File: config.mk
export PLATFORM = sky130hd
export DESIGN_NAME = traffic_ctrl_param
export DESIGN_NICKNAME = d
export VERILOG_FILES = /design/src/rtl/traffic_ctrl_param.sv
export SDC_FILE = /design/constraint.sdc
export NUM_CORES = 1
export LEC_CHECK = 0
export CAP_MARGIN = 20
export CORE_ASPECT_RATIO = 0.7
export CORE_MARGIN = 2
export CORE_UTILIZATION = 55
export CTS_CLUSTER_DIAMETER = 60
export DETAILED_ROUTE_END_ITERATION = 16
export PLACE_DENSITY = 0.77
export SKIP_CTS_REPAIR_TIMING = 1
export SLEW_MARGIN = 10
export SYNTH_ARGS = -nofsm -noshare
export SYNTH_HDL_FRONTEND = slang
export SYNTH_SLANG_ARGS = --single-unit
export TNS_END_PERCENT = 10
File: constraint.sdc
create_clock -name clk -period 4.4 [get_ports clk]
set_input_delay 1.32 -clock clk [delete_from_list [all_inputs] [get_ports clk]]
set_output_delay 1.32 -clock clk [all_outputs]
set_load 0.03 [all_outputs]
File: src/rtl/traffic_ctrl_param.sv
// Two-road traffic light controller: 1 s prescaler, phase FSM, registered BCD countdowns, night blink.
// Optional pedestrian shortening of main green is enabled by defining TRAFFIC_PED_EN.
module traffic_ctrl_param #(
  parameter int CLK_DIV   = 50000000,
  parameter int GREEN_A   = 30,
  parameter int GREEN_B   = 20,
  parameter int YELLOW    = 3,
  parameter int CLEAR     = 1,
  parameter int PED_SHORT = 5
) (
  input  logic       clk,
  input  logic       rst_n,
  input  logic       EN,
  input  logic       night,
  input  logic       ped_req,
  output logic [2:0] LAMP_A,
  output logic [2:0] LAMP_B,
  output logic [3:0] COUNT_A_H,
  output logic [3:0] COUNT_A_L,
  output logic [3:0] COUNT_B_H,
  output logic [3:0] COUNT_B_L,
  output logic       tick
);

  if (CLK_DIV < 2) begin : g_bad_div
    $error("CLK_DIV must be at least 2");
  end
  if (CLEAR < 1) begin : g_bad_clear
    $error("CLEAR must be at least 1");
  end
  if (GREEN_A < 1 || GREEN_B < 1 || YELLOW < 1) begin : g_bad_dur
    $error("green and yellow durations must be at least 1");
  end
  if (GREEN_A + YELLOW + CLEAR > 99) begin : g_bad_sum_a
    $error("GREEN_A+YELLOW+CLEAR exceeds two BCD digits");
  end
  if (GREEN_B + YELLOW + CLEAR > 99) begin : g_bad_sum_b
    $error("GREEN_B+YELLOW+CLEAR exceeds two BCD digits");
  end

  localparam int            PW     = (CLK_DIV > 2) ? $clog2(CLK_DIV) : 1;
  localparam logic [PW-1:0] PS_MAX = PW'(CLK_DIV - 1);
  localparam logic [6:0]    D_GA   = 7'(GREEN_A);
  localparam logic [6:0]    D_GB   = 7'(GREEN_B);
  localparam logic [6:0]    D_Y    = 7'(YELLOW);
  localparam logic [6:0]    D_C    = 7'(CLEAR);
  localparam logic [6:0]    D_PS   = 7'(PED_SHORT);

  localparam logic [2:0] L_R   = 3'b100;
  localparam logic [2:0] L_Y   = 3'b010;
  localparam logic [2:0] L_G   = 3'b001;
  localparam logic [2:0] L_OFF = 3'b000;

  typedef enum logic [2:0] {AG, AY, CLR1, BG, BY, CLR2, NIGHT} state_t;

  state_t        state_q;
  logic [6:0]    rem_q;
  logic          blink_q;
  logic [2:0]    lamp_a_q, lamp_b_q;
  logic [PW-1:0] ps_q;
  logic [7:0]    bcd_a_q, bcd_b_q;
  logic [6:0]    cnt_a_d, cnt_b_d;
  logic          ped_hit;

  function automatic logic [7:0] to_bcd(input logic [6:0] v);
    return {4'(v / 7'd10), 4'(v % 7'd10)};
  endfunction

  // Prescaler: tick is the wrap cycle itself, so the FSM acts on the same edge.
  assign tick = EN && (ps_q == PS_MAX);

  always_ff @(posedge clk or negedge rst_n) begin
    if (!rst_n)  ps_q <= '0;
    else if (EN) ps_q <= tick ? '0 : ps_q + PW'(1);
  end

`ifdef TRAFFIC_PED_EN
  assign ped_hit = ped_req && (state_q == AG) && (rem_q > D_PS);
`else
  logic unused_ped;
  assign unused_ped = ped_req;
  assign ped_hit    = 1'b0;
`endif

  always_ff @(posedge clk or negedge rst_n) begin
    if (!rst_n) begin
      state_q  <= AG;
      rem_q    <= D_GA;
      blink_q  <= 1'b0;
      lamp_a_q <= L_G;
      lamp_b_q <= L_R;
    end else if (EN) begin
      if (tick && night) begin
        // Blink starts lit on entry, then toggles on every further tick.
        state_q  <= NIGHT;
        rem_q    <= '0;
        blink_q  <= (state_q == NIGHT) ? ~blink_q : 1'b1;
        lamp_a_q <= (state_q == NIGHT && blink_q) ? L_OFF : L_Y;
        lamp_b_q <= (state_q == NIGHT && blink_q) ? L_OFF : L_Y;
      end else if (tick && state_q == NIGHT) begin
        state_q  <= AG;
        rem_q    <= D_GA;
        blink_q  <= 1'b0;
        lamp_a_q <= L_G;
        lamp_b_q <= L_R;
      end else if (tick && rem_q == 7'd1) begin
        case (state_q)
          AG:      begin state_q <= AY;   rem_q <= D_Y;  lamp_a_q <= L_Y; lamp_b_q <= L_R; end
          AY:      begin state_q <= CLR1; rem_q <= D_C;  lamp_a_q <= L_R; lamp_b_q <= L_R; end
          CLR1:    begin state_q <= BG;   rem_q <= D_GB; lamp_a_q <= L_R; lamp_b_q <= L_G; end
          BG:      begin state_q <= BY;   rem_q <= D_Y;  lamp_a_q <= L_R; lamp_b_q <= L_Y; end
          BY:      begin state_q <= CLR2; rem_q <= D_C;  lamp_a_q <= L_R; lamp_b_q <= L_R; end
          default: begin state_q <= AG;   rem_q <= D_GA; lamp_a_q <= L_G; lamp_b_q <= L_R; end
        endcase
      end else if (ped_hit) begin
        rem_q <= D_PS;
      end else if (tick) begin
        rem_q <= rem_q - 7'd1;
      end
    end
  end

  // Seconds until each road's lamp next changes, summed over the phases that keep it unchanged.
  always_comb begin
    cnt_a_d = rem_q;
    cnt_b_d = rem_q;
    case (state_q)
      AG:      cnt_b_d = rem_q + D_Y + D_C;
      AY:      cnt_b_d = rem_q + D_C;
      CLR1:    cnt_a_d = rem_q + D_GB + D_Y + D_C;
      BG:      cnt_a_d = rem_q + D_Y + D_C;
      BY:      cnt_a_d = rem_q + D_C;
      CLR2:    cnt_b_d = rem_q + D_GA + D_Y + D_C;
      NIGHT:   begin cnt_a_d = '0; cnt_b_d = '0; end
      default: ;
    endcase
  end

  always_ff @(posedge clk or negedge rst_n) begin
    if (!rst_n) begin
      bcd_a_q <= to_bcd(D_GA);
      bcd_b_q <= to_bcd(D_GA + D_Y + D_C);
    end else begin
      bcd_a_q <= to_bcd(cnt_a_d);
      bcd_b_q <= to_bcd(cnt_b_d);
    end
  end

  assign LAMP_A    = lamp_a_q;
  assign LAMP_B    = lamp_b_q;
  assign COUNT_A_H = bcd_a_q[7:4];
  assign COUNT_A_L = bcd_a_q[3:0];
  assign COUNT_B_H = bcd_b_q[7:4];
  assign COUNT_B_L = bcd_b_q[3:0];

endmodule

# After elaboration in Yosys (flattened, before gate mapping)
# Index checks and enable logic that the tools add are counted.
# W data, S select, Z words.
# classes
add_sub_neg	11
div_mod_pow	4
n_eq_ne	8
muxes	24
n_bitwise	1
reduce_logical	15
# ops
operator	count
$pmux W7 S4	2
$add A7 B1 Y7 const B	4
$mux W7	4
$mux W3	9
$add A26 B1 Y26 const B	1
$eq A26 B26 Y1 const B	1
$mux W26	1
$add A7 B2 Y7 const B	3
$pmux W3 S5	1
$pmux W5 S3	1
$add A7 B5 Y7 const B	2
$div A7 B4 Y7 const B	2
$mod A7 B4 Y7 const B	2
$pmux W3 S2	2
$eq A3 B3 Y1 const B	3
$eq A7 B1 Y1 const B	1
$sub A7 B1 Y7 const B	1
$eq A3 B2 Y1 const B	2
$reduce_and A2 Y1	3
$logic_and A1 B1 Y1	5
$reduce_bool A4 Y1	1
$reduce_or A2 Y1	2
$reduce_or A4 Y1	1
$eq A3 B1 Y1 const B	1
other kinds (6)	8
# word_totals
register_bits	59
in_bits	5
out_inout_bits	23
word_cells	71

# Logic depth before layout (Yosys ltp)
# Gate-level depths: netlist (run 1).
# depth
depth_word	6
ltp_mapped	21
ltp_nobuf	20

# Worst setup path before layout (run 1)
# OpenSTA, ideal clock, no wires.
# synth_path
path_type	register -> register
start	register rem_q[1]
end	register bcd_a_q[2]
setup_time_ns	0.121
arrival_ns	3.991
required_ns	4.279
slack_ns	0.288
stages_incl_launch_ff	19
path_buffers	0
path_cell_list	dfstp_2 ha_1 nand4b_1 a211oi_1 a211oi_4 and3_1 a21oi_1 nor2_1 a221oi_1 ha_1 inv_1 o31a_1 or3_1 xnor2_1 ha_1 inv_1 o31ai_4 nand4b_2 a22o_1
# synth_via
elab_chain_cells	5
elab_cells_between_ends	8
# synth_lines
item	line	source
from (decl)	57	logic [6:0] rem_q;
from (signal assigned)	118	rem_q <= rem_q - 7'd1;
$add A7 B5 Y7	130	CLR1: cnt_a_d = rem_q + D_GB + D_Y + D_C;
$add A7 B2 Y7	130	
$add A7 B1 Y7	130	
$pmux W7 S4 *	127	case (state_q)
$mod A7 B4 Y7 *	66	return {4'(v / 7'd10), 4'(v % 7'd10)};
to (signal assigned)	141	bcd_a_q <= to_bcd(D_GA);
to (signal assigned)	144	bcd_a_q <= to_bcd(cnt_a_d);
to (decl)	61	logic [7:0] bcd_a_q, bcd_b_q;
# Every way passes the cells marked *; elsewhere a longest branch is shown, timed or not.
# A chain may end at the register's enable or synchronous reset.

# Final worst setup path (run 1)
# layout_path
start	register rem_q[3]
end	register bcd_a_q[2]
# The elaborated chain is that of the path after synthesis.

==> out/qor.yml, run 1 <==
firstDrtPassIters: 4
ir_worst_vdd_mv: 0.335
crit_path_max_incr_delay_ns: 0.60
grt-ovfl-total: 0
netlist_area_um2: 4460
synth.distinct_cells: 82
ctsLongestPathBuffers: 2
dieArea_um2: 8860
worst_pin_slew_ns: 0.666
viasPerCell: 6.27
setup_tns_ns: 0
cp-start-kind: "flop"
place_ws_ns: 0.101
routed_wl_mm: 11.8
power_frac_seq_pct: 43.7
finalClockSkew_ns: 0.00952
worstPathMaxFanout: 6
gp_congestion: 0.927
p_int_mw: 1.08
htree_levels: 3
crit_path_end_kind: "flop"
drive_gt1_share_pct: 15.3
leakagePower_nw: 2.27
drc: 0
power_density_nw_per_um2: 265
hold_path_class: "reg2reg"
worst_slew_margin_rel_pct: 55.4
coreArea_um2: 7870
crit_buf_inv: 2
post-route-util_pct: 67.3
combinationalPowerShare_pct: 6.2
cts_tree: "done"
r2r_slack_ns: 0.14
yosysWarnings: 0
whs_ns: 0.472
worst_slack_ns: 0.141
final-max-slew-violation-count: 0
synth_seq_cells: 59
final_cell_mix: "59 x nor2_1, 47 x dfrtp_1, 40 x buf_4, 38 x nand2_1, 37 x o21ai_0"
grt_setup_unrepaired: "true"
post_drt_wl_per_cell_um: 17.3
io_buffers: 26
total_power_mw: 1.40
async_flop_share_pct: 100
critPathTopFamily: "compound AO/OA/AOI/OAI gates"
cpMaxStageDelayCell: "dfstp_2"
switchingPower_uw: 318
cts_root_buf: "clkbuf_16"
rows: 27
required_ns: 4.62
syn-instance-count: 529
crit_type: "reg2reg"
num_vias: 4279
track_usage_pct: 27.6
drt_iter0_drc: 401
switching_share_pct: 22.7
numCtsBuffers: 9
grt_pass1_vias: 3924
synth_edf_count: 0
grt_first_pass_wirelength_mm: 19.5
fmax_mhz: 235
fp.dieW_um: 112
synth_seq_area_share_pct: 33.4
ant_nets: 0
syn2layout_area_growth_pct: 18.7
hpwl_mm: 8.43
period_needed_ns: 4.26
synth_nets: 549
finalCritPeriodShare_pct: 96.8
final_nets: 597
insertion_delay_ns: 0.33
drv_cap: 0
path_cells: "ha_1 > nand3_1 > o211ai_1 > o2bb2ai_1 > nand2_1 > nor2_1 > a221oi_2 > buf_4 > ha_1 > o21a_1 > o31a_1 > or3_1 > xnor2_1 > ha_1 > inv_1 > o31ai_4 > nand4b_2 > a22o_1"
clock_sinks: 59
antenna_found_initial: 0
clk_pin_slew_ns: 0.06
setup_violations: 0
ioPinCount: 28
initial_utilization_pct: 56.7
synth_area_per_cell_um2: 8.43
dieHeight_um: 79.3
final_common_cell: "nor2_1"
finalHoldViolCount: 0
critPathMostFrequentCell: "ha_1"
grt_max_degree: 40
synth_ff_type: "dfrtp_1"
cp.arrival_ns: 4.48
outcome: "finished, final reports clean"
antennaDiodeCount: 0
p_clk_share_pct: 50.1
-- worst paths after layout --
kind | to | cells after the start | start
min in group asynchronous | bcd_a_q[0]$_DFF_PN0_ | 1 | rst_n
setup reg to reg | bcd_a_q[2]$_DFF_PN0_ | 18 | rem_q[3]$_DFFE_PN1P_
hold / removal | LAMP_B[2]$_DFFE_PN1P_ | 2 | LAMP_B[2]$_DFFE_PN1P_
hold reg to reg | LAMP_B[2]$_DFFE_PN1P_ | 2 | LAMP_B[2]$_DFFE_PN1P_
setup / recovery | bcd_a_q[2]$_DFF_PN0_ | 18 | rem_q[3]$_DFFE_PN1P_
max in group asynchronous | rem_q[4]$_DFFE_PN1P_ | 2 | rst_n
-- final cells by class --
cell class | instances | area [um2]
Clock buffer | 13 | 260
Clock inverter | 2 | 35.0
Fill cell | 650 | 2580
Inverter | 21 | 78.8
Multi-Input combinational cell | 420 | 2740
Sequential cell | 59 | 1490
Tap cell | 101 | 126
Timing Repair Buffer | 66 | 566
-- tightest hold or removal path: stages, from the launching register on --
cell and delay (ns):
dfstp_2 0.36, nand2_1 0.04, o21ai_0 0.06
-- routing by layer --
layer	share of wire [%]	wire length, um	vias to the layer above	global-route usage (%)
li1	-	-	2021	-
met1	46	5420	2031	39.2
met2	43	5100	208	41.1
met3	9.3	1090	19	7.63
met4	1.3	157	0	8.77
met5	0	0	-	0
-- cells in the mapped netlist, drive strengths merged (9+ instances only) --
master   n  share of area, %
and3    15               2.1
dfrtp   48                27
or3      9               1.3
inv     20               1.7
nand3   27               3.4
nor2    60               5.1
a31oi   12               1.7
nand2   38               3.2
xnor2   23               4.5
xor2    13               2.6
ha      15               4.2
o21ai   40               4.5
nand2b  10               1.5
buf     23               3.5
dfstp   11               6.5
nor3    14               1.6
a21oi   33               3.8
-- stage by stage --
stage               instances  area, um2
finish                    682       5300
global route              682       5300
CTS                       676       5230
detailed placement        661       4940
global placement          661       4940
floorplan                 529       4460
-- cells by family after synthesis --
logic type	count (synthesis)	synth area share [%]
fa+ha+maj	18	4.88
xor+xnor	36	7.07
flops	59	33.4
mux	7	1.66
buf+inv	50	5.72
simple gates	211	24.6
compound gates	148	22.7
-- power groups by stage --
stage | logic, mW | clock network (mW) | registers [mW]
global route | 0.0989 | 0.743 | 0.619
global placement | 0.0830 | 0 | 0.618
detailed placement | 0.0873 | 0 | 0.621
floorplan | 0.0616 | 0 | 0.613
finish | 0.0863 | 0.702 | 0.612
CTS | 0.0883 | 0.713 | 0.613
-- flip-flops by register name, indices dropped and copies added (netlist names) --
| signal | cells |
|---|---|
| LAMP_A | 3 |
| LAMP_B | 3 |
| bcd_a_q | 8 |
| bcd_b_q | 8 |
| blink_q | 1 |
| ps_q | 26 |
| rem_q | 7 |
| state_q | 3 |
(Power assumes the default switching activity.)
==> inputs of run 2 (changes only) <==
CORE_MARGIN = 8   (was 2)
SLEW_MARGIN = 20   (was 10)
==> run 2 against run 1 <==
Net effect: combinational power is essentially flat; core utilization up 2.0 points; worst setup slack got worse by 0.053 ns; clock power increased by 9.5%; design area up 3.0%; sequential share of layout area shrank 0.82 points; register-to-register slack got worse by 0.05 ns; wire length grew 4.1%; first-iteration DRC count increased by 19%.
==> out/qor.yml, run 2 (synthesis gave the netlist of run 1 again) <==
outcome: "finished, final reports clean"
largest_reg_flops: 26  # unchanged
initial_utilization_pct: 56.7  # unchanged
numCtsBuffers: 9  # unchanged
r2r_slack_ns: 0.09  # -0.05 ns
gp_congestion: 0.943  # +1.7%
firstDrtPassIters: 5  # +1
cts_tree: "done"
final-max-slew-violation-count: 0  # unchanged
grt_max_degree: 42  # +5.0%
finalCritPeriodShare_pct: 98.0  # +1.2 points
clk_pin_slew_ns: 0.05  # about the same
crit_path_end_kind: "flop"
rows: 27  # unchanged
fp.dieW_um: 124  # +11%
fmax_mhz: 232  # -1.2%
cp.arrival_ns: 4.53  # +0.05 ns
ir_worst_vdd_mv: 0.335  # +0.13%
worstPathMaxFanout: 6  # unchanged
clock_sinks: 59  # unchanged
crit_type: "reg2reg"
place_area_um2: 4950  # +0.30%
cpMaxStageDelayCell: "dfstp_2"
grt_first_pass_wirelength_mm: 19.1  # -2.0%
num_vias: 4300  # +0.49%
coreArea_um2: 7870  # unchanged
final_common_cell: "nor2_1"
ctsLongestPathBuffers: 2  # unchanged
routed_wl_mm: 12.2  # +4.1%
grt_pass1_vias: 3835  # -2.3%
io_buffers: 26  # unchanged
whs_ns: 0.470  # -0.00221 ns
whs_path_depth: 1  # -1
startpoint: "rem_q[3]$_DFFE_PN1P_"
syn2layout_area_growth_pct: 22.3
cts_root_buf: "clkbuf_16"
critPathMostFrequentCell: "inv_1"
antennaDiodeCount: 0  # unchanged
path_cells: "inv_1 > ha_1 > nand2_1 > o32ai_1 > a211oi_4 > buf_6 > a21oi_2 > a21oi_2 > nor2_1 > a221oi_2 > ha_2 > inv_1 > o31a_1 > or3_4 > xnor2_4 > ha_1 > inv_1 > o31ai_4 > nand4b_4 > a22o_1"
htree_levels: 3  # unchanged
post_drt_wl_per_cell_um: 17.7  # +2.9%
worst_slack_ns: 0.0876  # -0.0535 ns
reg_top3: "ps_q x26, bcd_a_q x8, bcd_b_q x8"
timing.rr.start: "rem_q[3]$_DFFE_PN1P_"
worst_slew_margin_rel_pct: 38.4  # -17 points
top_register: "ps_q"
antenna_found_initial: 0  # unchanged
design_area_um2: 5450  # +3.0%
period_needed_ns: 4.31  # +0.0535 ns
ioPinCount: 28  # unchanged
crit_path_max_incr_delay_ns: 0.59  # about the same
fillCellCount: 607  # -6.6%
final_nets: 604  # +1.2%
rr_worst_depth: 20  # +2
drv_cap: 0  # unchanged
power_density_nw_per_um2: 269  # +1.8%
place_ws_ns: -0.00677  # -0.108 ns
viasPerCell: 6.23  # -0.67%
insertion_delay_ns: 0.33  # about the same
leakagePower_nw: 2.32  # +2.2%
worst_r2r_endpoint: "bcd_a_q[2]$_DFF_PN0_"
drc: 0  # unchanged
holdPathEnd: "LAMP_B[0]$_DFFE_PN0P_"
critPathTopFamily: "compound AO/OA/AOI/OAI gates"
crit_buf_inv: 4  # +2
drive_gt1_share_pct: 18.3  # +3.0 points
track_usage_pct: 20.9  # -6.7 points
hold_path_class: "reg2reg"
dieHeight_um: 91.3  # +15%
final_cell_mix: "59 x nor2_1, 47 x dfrtp_1, 44 x buf_4, 37 x nand2_1, 37 x o21ai_0"
drt_iter0_drc: 476  # +19%
worst_pin_slew_ns: 0.924  # +0.258 ns
required_ns: 4.62  # about the same
min_from: "LAMP_B[0]$_DFFE_PN0P_"
finalClockSkew_ns: 0.00725  # -0.00227 ns
cp-start-kind: "flop"
hpwl_mm: 8.42  # -0.12%
finalHoldViolCount: 0  # unchanged
ant_nets: 0  # unchanged
dieArea_um2: 11300  # +28%
setup_violations: 0  # unchanged
grt-ovfl-total: 0  # unchanged
run 2: cell count changes in the layout (fill, tap and decap cells not counted), moves of 2 or more:
cell / previous run / this run
buf_4: 40 / 44
clkbuf_1: 2 / 0
clkinvlp_4: 0 / 2
ha_1: 14 / 10
ha_2: 1 / 4
run 2: per-layer routing:
| metal | vias to the layer above | GRT usage, % | share of wire (%) |
|---|---|---|---|
| met1 | 2049 | 30.3 | 45 |
| met3 | 23 | 4.76 | 9.1 |
| li1 | 2033 | - | - |
| met2 | 195 | 30.3 | 44 |
| met5 | - | 0 | 0 |
| met4 | 0 | 5.79 | 1.5 |
run 2: report_power, final:
part	switching, mW	total, mW	leakage [nW]	internal (mW)
clock	0.258	0.769	0.155	0.510
combinational	0.0458	0.0865	1.42	0.0407
sequential	0.0366	0.614	0.751	0.578
run 2: stage by stage:
stage                     std cells  total power [mW]  setup TNS, ns  utilization, %
final                           690              1.47              0            69.3
after global routing            690              1.52         -0.120            69.3
after CTS                       679              1.48        -0.0701            67.1
after detailed placement        663             0.711       -0.00677            62.9
after global placement          663             0.701              0            62.9
after floorplan                 529             0.675              0               -
run 2: how the worst max path moves through the flow:
stage                      endpoint  slack (ns)  cells after the start
3_3_place_gp   bcd_a_q[2]$_DFF_PN0_        0.13                     20
3_5_place_dp   bcd_a_q[2]$_DFF_PN0_      -0.007                     20
2_1_floorplan  bcd_a_q[2]$_DFF_PN0_        0.29                     18
6_report       bcd_a_q[2]$_DFF_PN0_        0.09                     20
4_1_cts        bcd_a_q[2]$_DFF_PN0_       -0.07                     20
5_1_grt        bcd_a_q[2]$_DFF_PN0_       -0.08                     20
run 2: layout make-up:
cell class	instances	area (um2)	area share, %
Clock inverter	6	88.8	1.63
Timing Repair Buffer	73	632	11.6
Tap cell	101	126	2.32
Multi-Input combinational cell	420	2800	51.3
Inverter	21	78.8	1.45
Clock buffer	10	239	4.38
Sequential cell	59	1490	27.3
run 2: worst reg2reg max path: cells and delay by family (launching register included):
| family | cells | cell delay [ns] |
|---|---|---|
| AOI/OAI and AO/OA | 8 | 1.45 |
| xor gates and xnor gates | 1 | 0.19 |
| adders and majority gates | 3 | 0.77 |
| buffers and inverters | 4 | 0.46 |
| DFF | 1 | 0.59 |
| and+or+nand+nor | 4 | 0.73 |
==> inputs of run 3 (changes only) <==
CORE_UTILIZATION = 53   (was 55)
PLACE_DENSITY = 0.74   (was 0.77)
SLEW_MARGIN = 0   (was 20)
==> run 3 against run 2 <==
Net effect: hold slack improved by 0.0039 ns; core utilization decreased by 4.5 points; cell count increased by 0.14%; fmax increased by 2.4%; register-to-register slack improved by 0.10 ns; sequential power about the same; combinational power increased by 2.4%; clock skew increased by 0.0022 ns; die area increased by 3.2%; clock power decreased by 0.7%; design area decreased by 1.4%; critical path type unchanged; largest cell class unchanged.
==> out/qor.yml, run 3 (synthesis gave the netlist of run 1 again) <==
outcome: "finished, final reports clean"
grt-ovfl-total: 0  # unchanged
grt_first_pass_wirelength_mm: 19.5  # +2.3%
ir_worst_vdd_mv: 0.197  # -41%
finalCritPeriodShare_pct: 95.7  # -2.3 points
drive_gt1_share_pct: 17.1  # -1.3 points
finalHoldViolCount: 0  # unchanged
insertion_delay_ns: 0.34  # about the same
whs_ns: 0.474  # +0.00386 ns
initial_utilization_pct: 53.7  # -2.9 points
fp.dieW_um: 126  # +1.6%
ctsLongestPathBuffers: 2  # unchanged
drc: 0  # unchanged
grt_max_degree: 47  # +12%
syn2layout_area_growth_pct: 20.6
hold_path_class: "reg2reg"
rows: 28  # +3.7%
top_register: "ps_q"
cp-start-kind: "flop"
final_nets: 601  # -0.50%
startpoint: "rem_q[1]$_DFFE_PN1P_"
dieHeight_um: 92.7  # +1.5%
largest_reg_flops: 26  # unchanged
final_cell_mix: "60 x nor2_1, 47 x dfrtp_1, 44 x buf_4, 37 x nand2_1, 37 x o21ai_0"
final-max-slew-violation-count: 0  # unchanged
worst_slew_margin_rel_pct: 53.0  # +15 points
num_vias: 4209  # -2.1%
cts_root_buf: "clkbuf_16"
r2r_slack_ns: 0.19  # +0.10 ns
track_usage_pct: 20.6  # -0.31 points
hpwl_mm: 8.44  # +0.30%
fillCellCount: 683  # +13%
grt_pass1_vias: 3890  # +1.4%
firstDrtPassIters: 5  # unchanged
dieArea_um2: 11700  # +3.2%
antenna_found_initial: 0  # unchanged
clk_pin_slew_ns: 0.06  # about the same
design_area_um2: 5380  # -1.4%
timing.rr.start: "rem_q[1]$_DFFE_PN1P_"
coreArea_um2: 8300  # +5.5%
antennaDiodeCount: 0  # unchanged
crit_path_end: "bcd_a_q[2]$_DFF_PN0_"
reg_top3: "ps_q x26, bcd_a_q x8, bcd_b_q x8"
layout.cells.non_filler: 691  # +0.14%
multi_input_area_um2: 2760  # -1.4%
io_buffers: 26  # unchanged
setup_violations: 0  # unchanged
ant_nets: 0  # unchanged
worst_pin_slew_ns: 0.705  # -0.219 ns
final_common_cell: "nor2_1"
ioPinCount: 28  # unchanged
worstPathMaxFanout: 8  # +2
worst_slack_ns: 0.190  # +0.102 ns
drt_iter0_drc: 441  # -7.4%
worst_r2r_endpoint: "bcd_a_q[2]$_DFF_PN0_"
viasPerCell: 6.09  # -2.3%
post_drt_wl_per_cell_um: 16.9  # -4.8%
fmax_mhz: 238  # +2.4%
period_needed_ns: 4.21  # -0.102 ns
regArea_um2: 1490  # unchanged
rr_worst_depth: 17  # -15%
dp_cells: 671  # +1.2%
place_area_um2: 4970  # +0.45%
cts_tree: "done"
clock_sinks: 59  # unchanged
finalClockSkew_ns: 0.00941  # +0.00216 ns
gp_congestion: 0.940  # -0.32%
crit_type: "reg2reg"
htree_levels: 3  # unchanged
leakagePower_nw: 2.31  # -0.54%
cp.arrival_ns: 4.43  # -0.10 ns
routed_wl_mm: 11.7  # -4.6%
crit_path_end_kind: "flop"
power_density_nw_per_um2: 272  # +0.99%
drv_cap: 0  # unchanged
numCtsBuffers: 9  # unchanged
place_ws_ns: 0.0692  # +0.0759 ns
required_ns: 4.62  # about the same
==> run 3: worst min path at each step <==
stage                                from                     to  slack (ns)  cells past startpoint
floorplan             ps_q[4]$_DFFE_PN0P_    ps_q[4]$_DFFE_PN0P_        0.45                      1
global placement    LAMP_B[0]$_DFFE_PN0P_  LAMP_B[0]$_DFFE_PN0P_        0.46                      1
detailed placement    ps_q[4]$_DFFE_PN0P_    ps_q[4]$_DFFE_PN0P_        0.47                      1
CTS                   ps_q[4]$_DFFE_PN0P_    ps_q[4]$_DFFE_PN0P_        0.48                      1
global route        LAMP_B[1]$_DFFE_PN0P_  LAMP_B[1]$_DFFE_PN0P_        0.50                      2
finish                ps_q[4]$_DFFE_PN0P_    ps_q[4]$_DFFE_PN0P_        0.47                      1
==> run 3: where the power goes <==
| part | internal, mW | leakage, nW | switching (mW) | total [mW] |
|---|---|---|---|---|
| Sequential | 0.578 | 0.751 | 0.0332 | 0.611 |
| Combinational | 0.0426 | 1.40 | 0.0460 | 0.0886 |
| Clock | 0.499 | 0.156 | 0.265 | 0.764 |
| Total | 1.12 | 2.31 | 0.345 | 1.46 |
==> run 3: layer usage <==
metal | routed length, um | GRT usage [%] | part of all wire (%)
met5 | 0 | 0 | 0
met4 | 122 | 6.05 | 1.0
met3 | 1040 | 5.05 | 8.9
met2 | 4940 | 30.1 | 42
met1 | 5580 | 29.4 | 48
==> run 3: cell type report <==
cell class | instances | area share (%)
Clock buffer | 9 | 4.19
Sequential cell | 59 | 27.7
Clock inverter | 7 | 1.84
Inverter | 21 | 1.47
Timing Repair Buffer | 70 | 11.1
Multi-Input combinational cell | 420 | 51.3
Tap cell | 105 | 2.44
==> run 3: metrics by stage <==
| stage | TNS [ns] | utilization, % | total power [mW] |
|---|---|---|---|
| final | 0 | 64.8 | 1.46 |
| after global placement | 0 | 59.9 | 0.702 |
| after global routing | -0.0307 | 64.8 | 1.52 |
| after detailed placement | 0 | 59.9 | 0.707 |
| after floorplan | 0 | - | 0.675 |
| after CTS | 0 | 63.8 | 1.48 |
==> run 3: worst max-delay path, cell delays in order, from the launching register on <==
cell and delay, ns:
dfstp_2 0.65, ha_2 0.24, nand4b_1 0.09, a211oi_1 0.40
a211oi_4 0.09, buf_4 0.18, xnor2_1 0.16, a221oi_2 0.32
ha_2 0.24, inv_1 0.06, o31a_1 0.31, or3_4 0.42
xnor2_2 0.17, ha_1 0.19, inv_1 0.09, o31ai_4 0.08
nand4b_2 0.16, a22o_1 0.25
==> RTL edit, RTL diff (settings of run 3) <==
Add a define of `TRAFFIC_PED_EN`.
--- a/src/rtl/traffic_ctrl_param.sv
+++ b/src/rtl/traffic_ctrl_param.sv
@@ -1,5 +1,7 @@
 // Two-road traffic light controller: 1 s prescaler, phase FSM, registered BCD countdowns, night blink.
 // Optional pedestrian shortening of main green is enabled by defining TRAFFIC_PED_EN.
+`define TRAFFIC_PED_EN
+
 module traffic_ctrl_param #(
   parameter int CLK_DIV   = 50000000,
   parameter int GREEN_A   = 30,
Function: changed (a bounded check fails within 4 cycles, from zero or initial values and one cycle with rst_n low).
==> RTL edit against run 3 <==
  * Global-route usage fell by 0.78 points
  * Clock skew grew 0.0015 ns
  * Routed wire length decreased by 4.1%
  * Maximum frequency rose by 4.0%
  * Setup slack improved by 0.16 ns
  * Cell area down 5.8%
  * Sequential cell count unchanged
  * Hold slack improved by 0.0026 ns
  * Synthesized area rose by 0.76%
  * First-iteration DRC count shrank 6.1%
  * Register-to-register slack improved by 0.58 ns
Power is not compared: it rests on default switching activity, and its combinational part moved more than twofold at a synthesized area within 25%.
==> RTL edit: results (changes against run 3) <==
- The startpoint of the most critical hold path is LAMP_B[1] (was ps_q[4]).
- The via density per instance came to 6.09 (about the same).
* Initial DRC count: 414 (was 441)
- The termination of the worst setup path is tick (was bcd_a_q[2]).
* Cell Count, Final, Fillers Out: 647 (was 691)
- Largest stage delay on the critical path: 0.68 ns (was 0.65 ns)
- Cell at the slowest stage of the critical path: sky130_fd_sc_hd__clkdlybuf4s50_1 (was sky130_fd_sc_hd__dfstp_2)
* Sequential fraction of the synthesis area: 33.2% (was 33.4%)
* Placed instance count: 631 (was 671)
- The critical path's top delay family is buffers and inverters (was compound AO/OA/AOI/OAI gates).
- The number of nets in the layout came to 558 (was 601).
- The slew at the pin with the worst max-slew slack was 0.803 ns (was 0.705 ns).
- FILL cells: 733 (was 683)
* Result of the run: finished, final reports clean (unchanged)
- The top fanout value on the critical path is 5 (was 8).
- FF-to-FF setup slack: 0.77 ns (was 0.19 ns)
* Number of cells on the worst reg-to-reg path: 10 (was 17)
- The global placement routability congestion came to 0.907 (was 0.940).
- Launch point of the worst reg-to-reg path: rem_q[0] (was rem_q[1])
* Syn_area_per_cell: 8.56 sq um (was 8.43 sq um)
* WL per Instance: 17.3 um (was 16.9 um)
- Start point of the critical path: EN (was rem_q[1])
- The count of unique library cells instantiated by Yosys was 83 (was 82).
- The largest net degree at the start of global routing is 38 (was 47).
- Syn_nets: 546 (was 549)
- The port buffer count came to 27 (was 26).
- GRT Total Usage: 19.8% (was 20.6%)
* Dpl hpwl: 7720 um (was 8440 um)
* Ranking of synthesized cells by area: sky130_fd_sc_hd__dfrtp_1 27%, sky130_fd_sc_hd__dfstp_2 6.4%, sky130_fd_sc_hd__nand2_1 4.8%, sky130_fd_sc_hd__ha_1 4.5%, sky130_fd_sc_hd__nor2_1 3.7% (was sky130_fd_sc_hd__dfrtp_1 27%, sky130_fd_sc_hd__dfstp_2 6.5%, sky130_fd_sc_hd__nor2_1 5.1%, sky130_fd_sc_hd__xnor2_1 4.5%, sky130_fd_sc_hd__ha_1 4.2%)
-- RTL edit: power by group through the flow --
stage	registers [mW]	logic, mW	clock network [mW]
after floorplan	0.938	1.24	0
after global placement	0.878	1.67	0
after detailed placement	0.884	1.72	0
after CTS	0.880	1.74	0.726
after global routing	0.903	1.92	0.755
final	0.885	1.75	0.717
-- RTL edit: logic make-up (layout without fill, tap and decap cells) --
| group | count (synthesis) | in the layout | synth area share (%) |
|---|---|---|---|
| and+or+nand+nor | 207 | 207 | 24.1 |
| AOI/OAI and AO/OA | 142 | 142 | 22.6 |
| DFF | 59 | 59 | 33.2 |
| buffers and inverters | 55 | 72 | 6.13 |
| xor gates and xnor gates | 32 | 32 | 6.24 |
| adders and majority gates | 18 | 18 | 4.90 |
| muxes | 12 | 12 | 2.78 |
-- RTL edit: how the worst min path moves through the flow --
stage | to | slack (ns) | cells after the start
floorplan | ps_q[24] | 0.45 | 1
global placement | LAMP_B[1] | 0.46 | 2
detailed placement | LAMP_B[1] | 0.47 | 2
CTS | LAMP_B[1] | 0.48 | 2
global route | LAMP_B[1] | 0.51 | 2
finish | LAMP_B[1] | 0.48 | 2
-- RTL edit: worst register-to-register path, delay by kind of cell (launching register included) --
kind | cells | cell delay [ns]
AOI/OAI and AO/OA | 5 | 1.17
and+or+nand+nor | 2 | 0.77
adders and majority gates | 2 | 0.71
DFF | 1 | 0.68
muxes | 1 | 0.22
-- RTL edit: area by class of cell --
type | instances | area share [%]
Multi-Input combinational cell | 411 | 53.8
Sequential cell | 59 | 29.4
Timing Repair Buffer | 36 | 6.57
Clock buffer | 14 | 5.41
Tap cell | 105 | 2.59
Inverter | 20 | 1.48
Clock inverter | 2 | 0.692
-- RTL edit: per-stage QoR --
step                      setup slack [ns]  cell area (sq um)
after CTS                            0.350               5070
after global routing                 0.291               5070
after detailed placement             0.359               4760
final                                0.350               5070
after global placement               0.369               4760
after floorplan                       1.05               4490
-- RTL edit: routing by layer --
layer / wire length, um / vias up / GRT usage [%]
met2: 4810 / 166 / 29.3
met3: 957 / 17 / 6.48
met5: 0 / - / 0
met1: 5280 / 1861 / 27.4
met4: 153 / 0 / 5.08
li1: - / 1898 / -
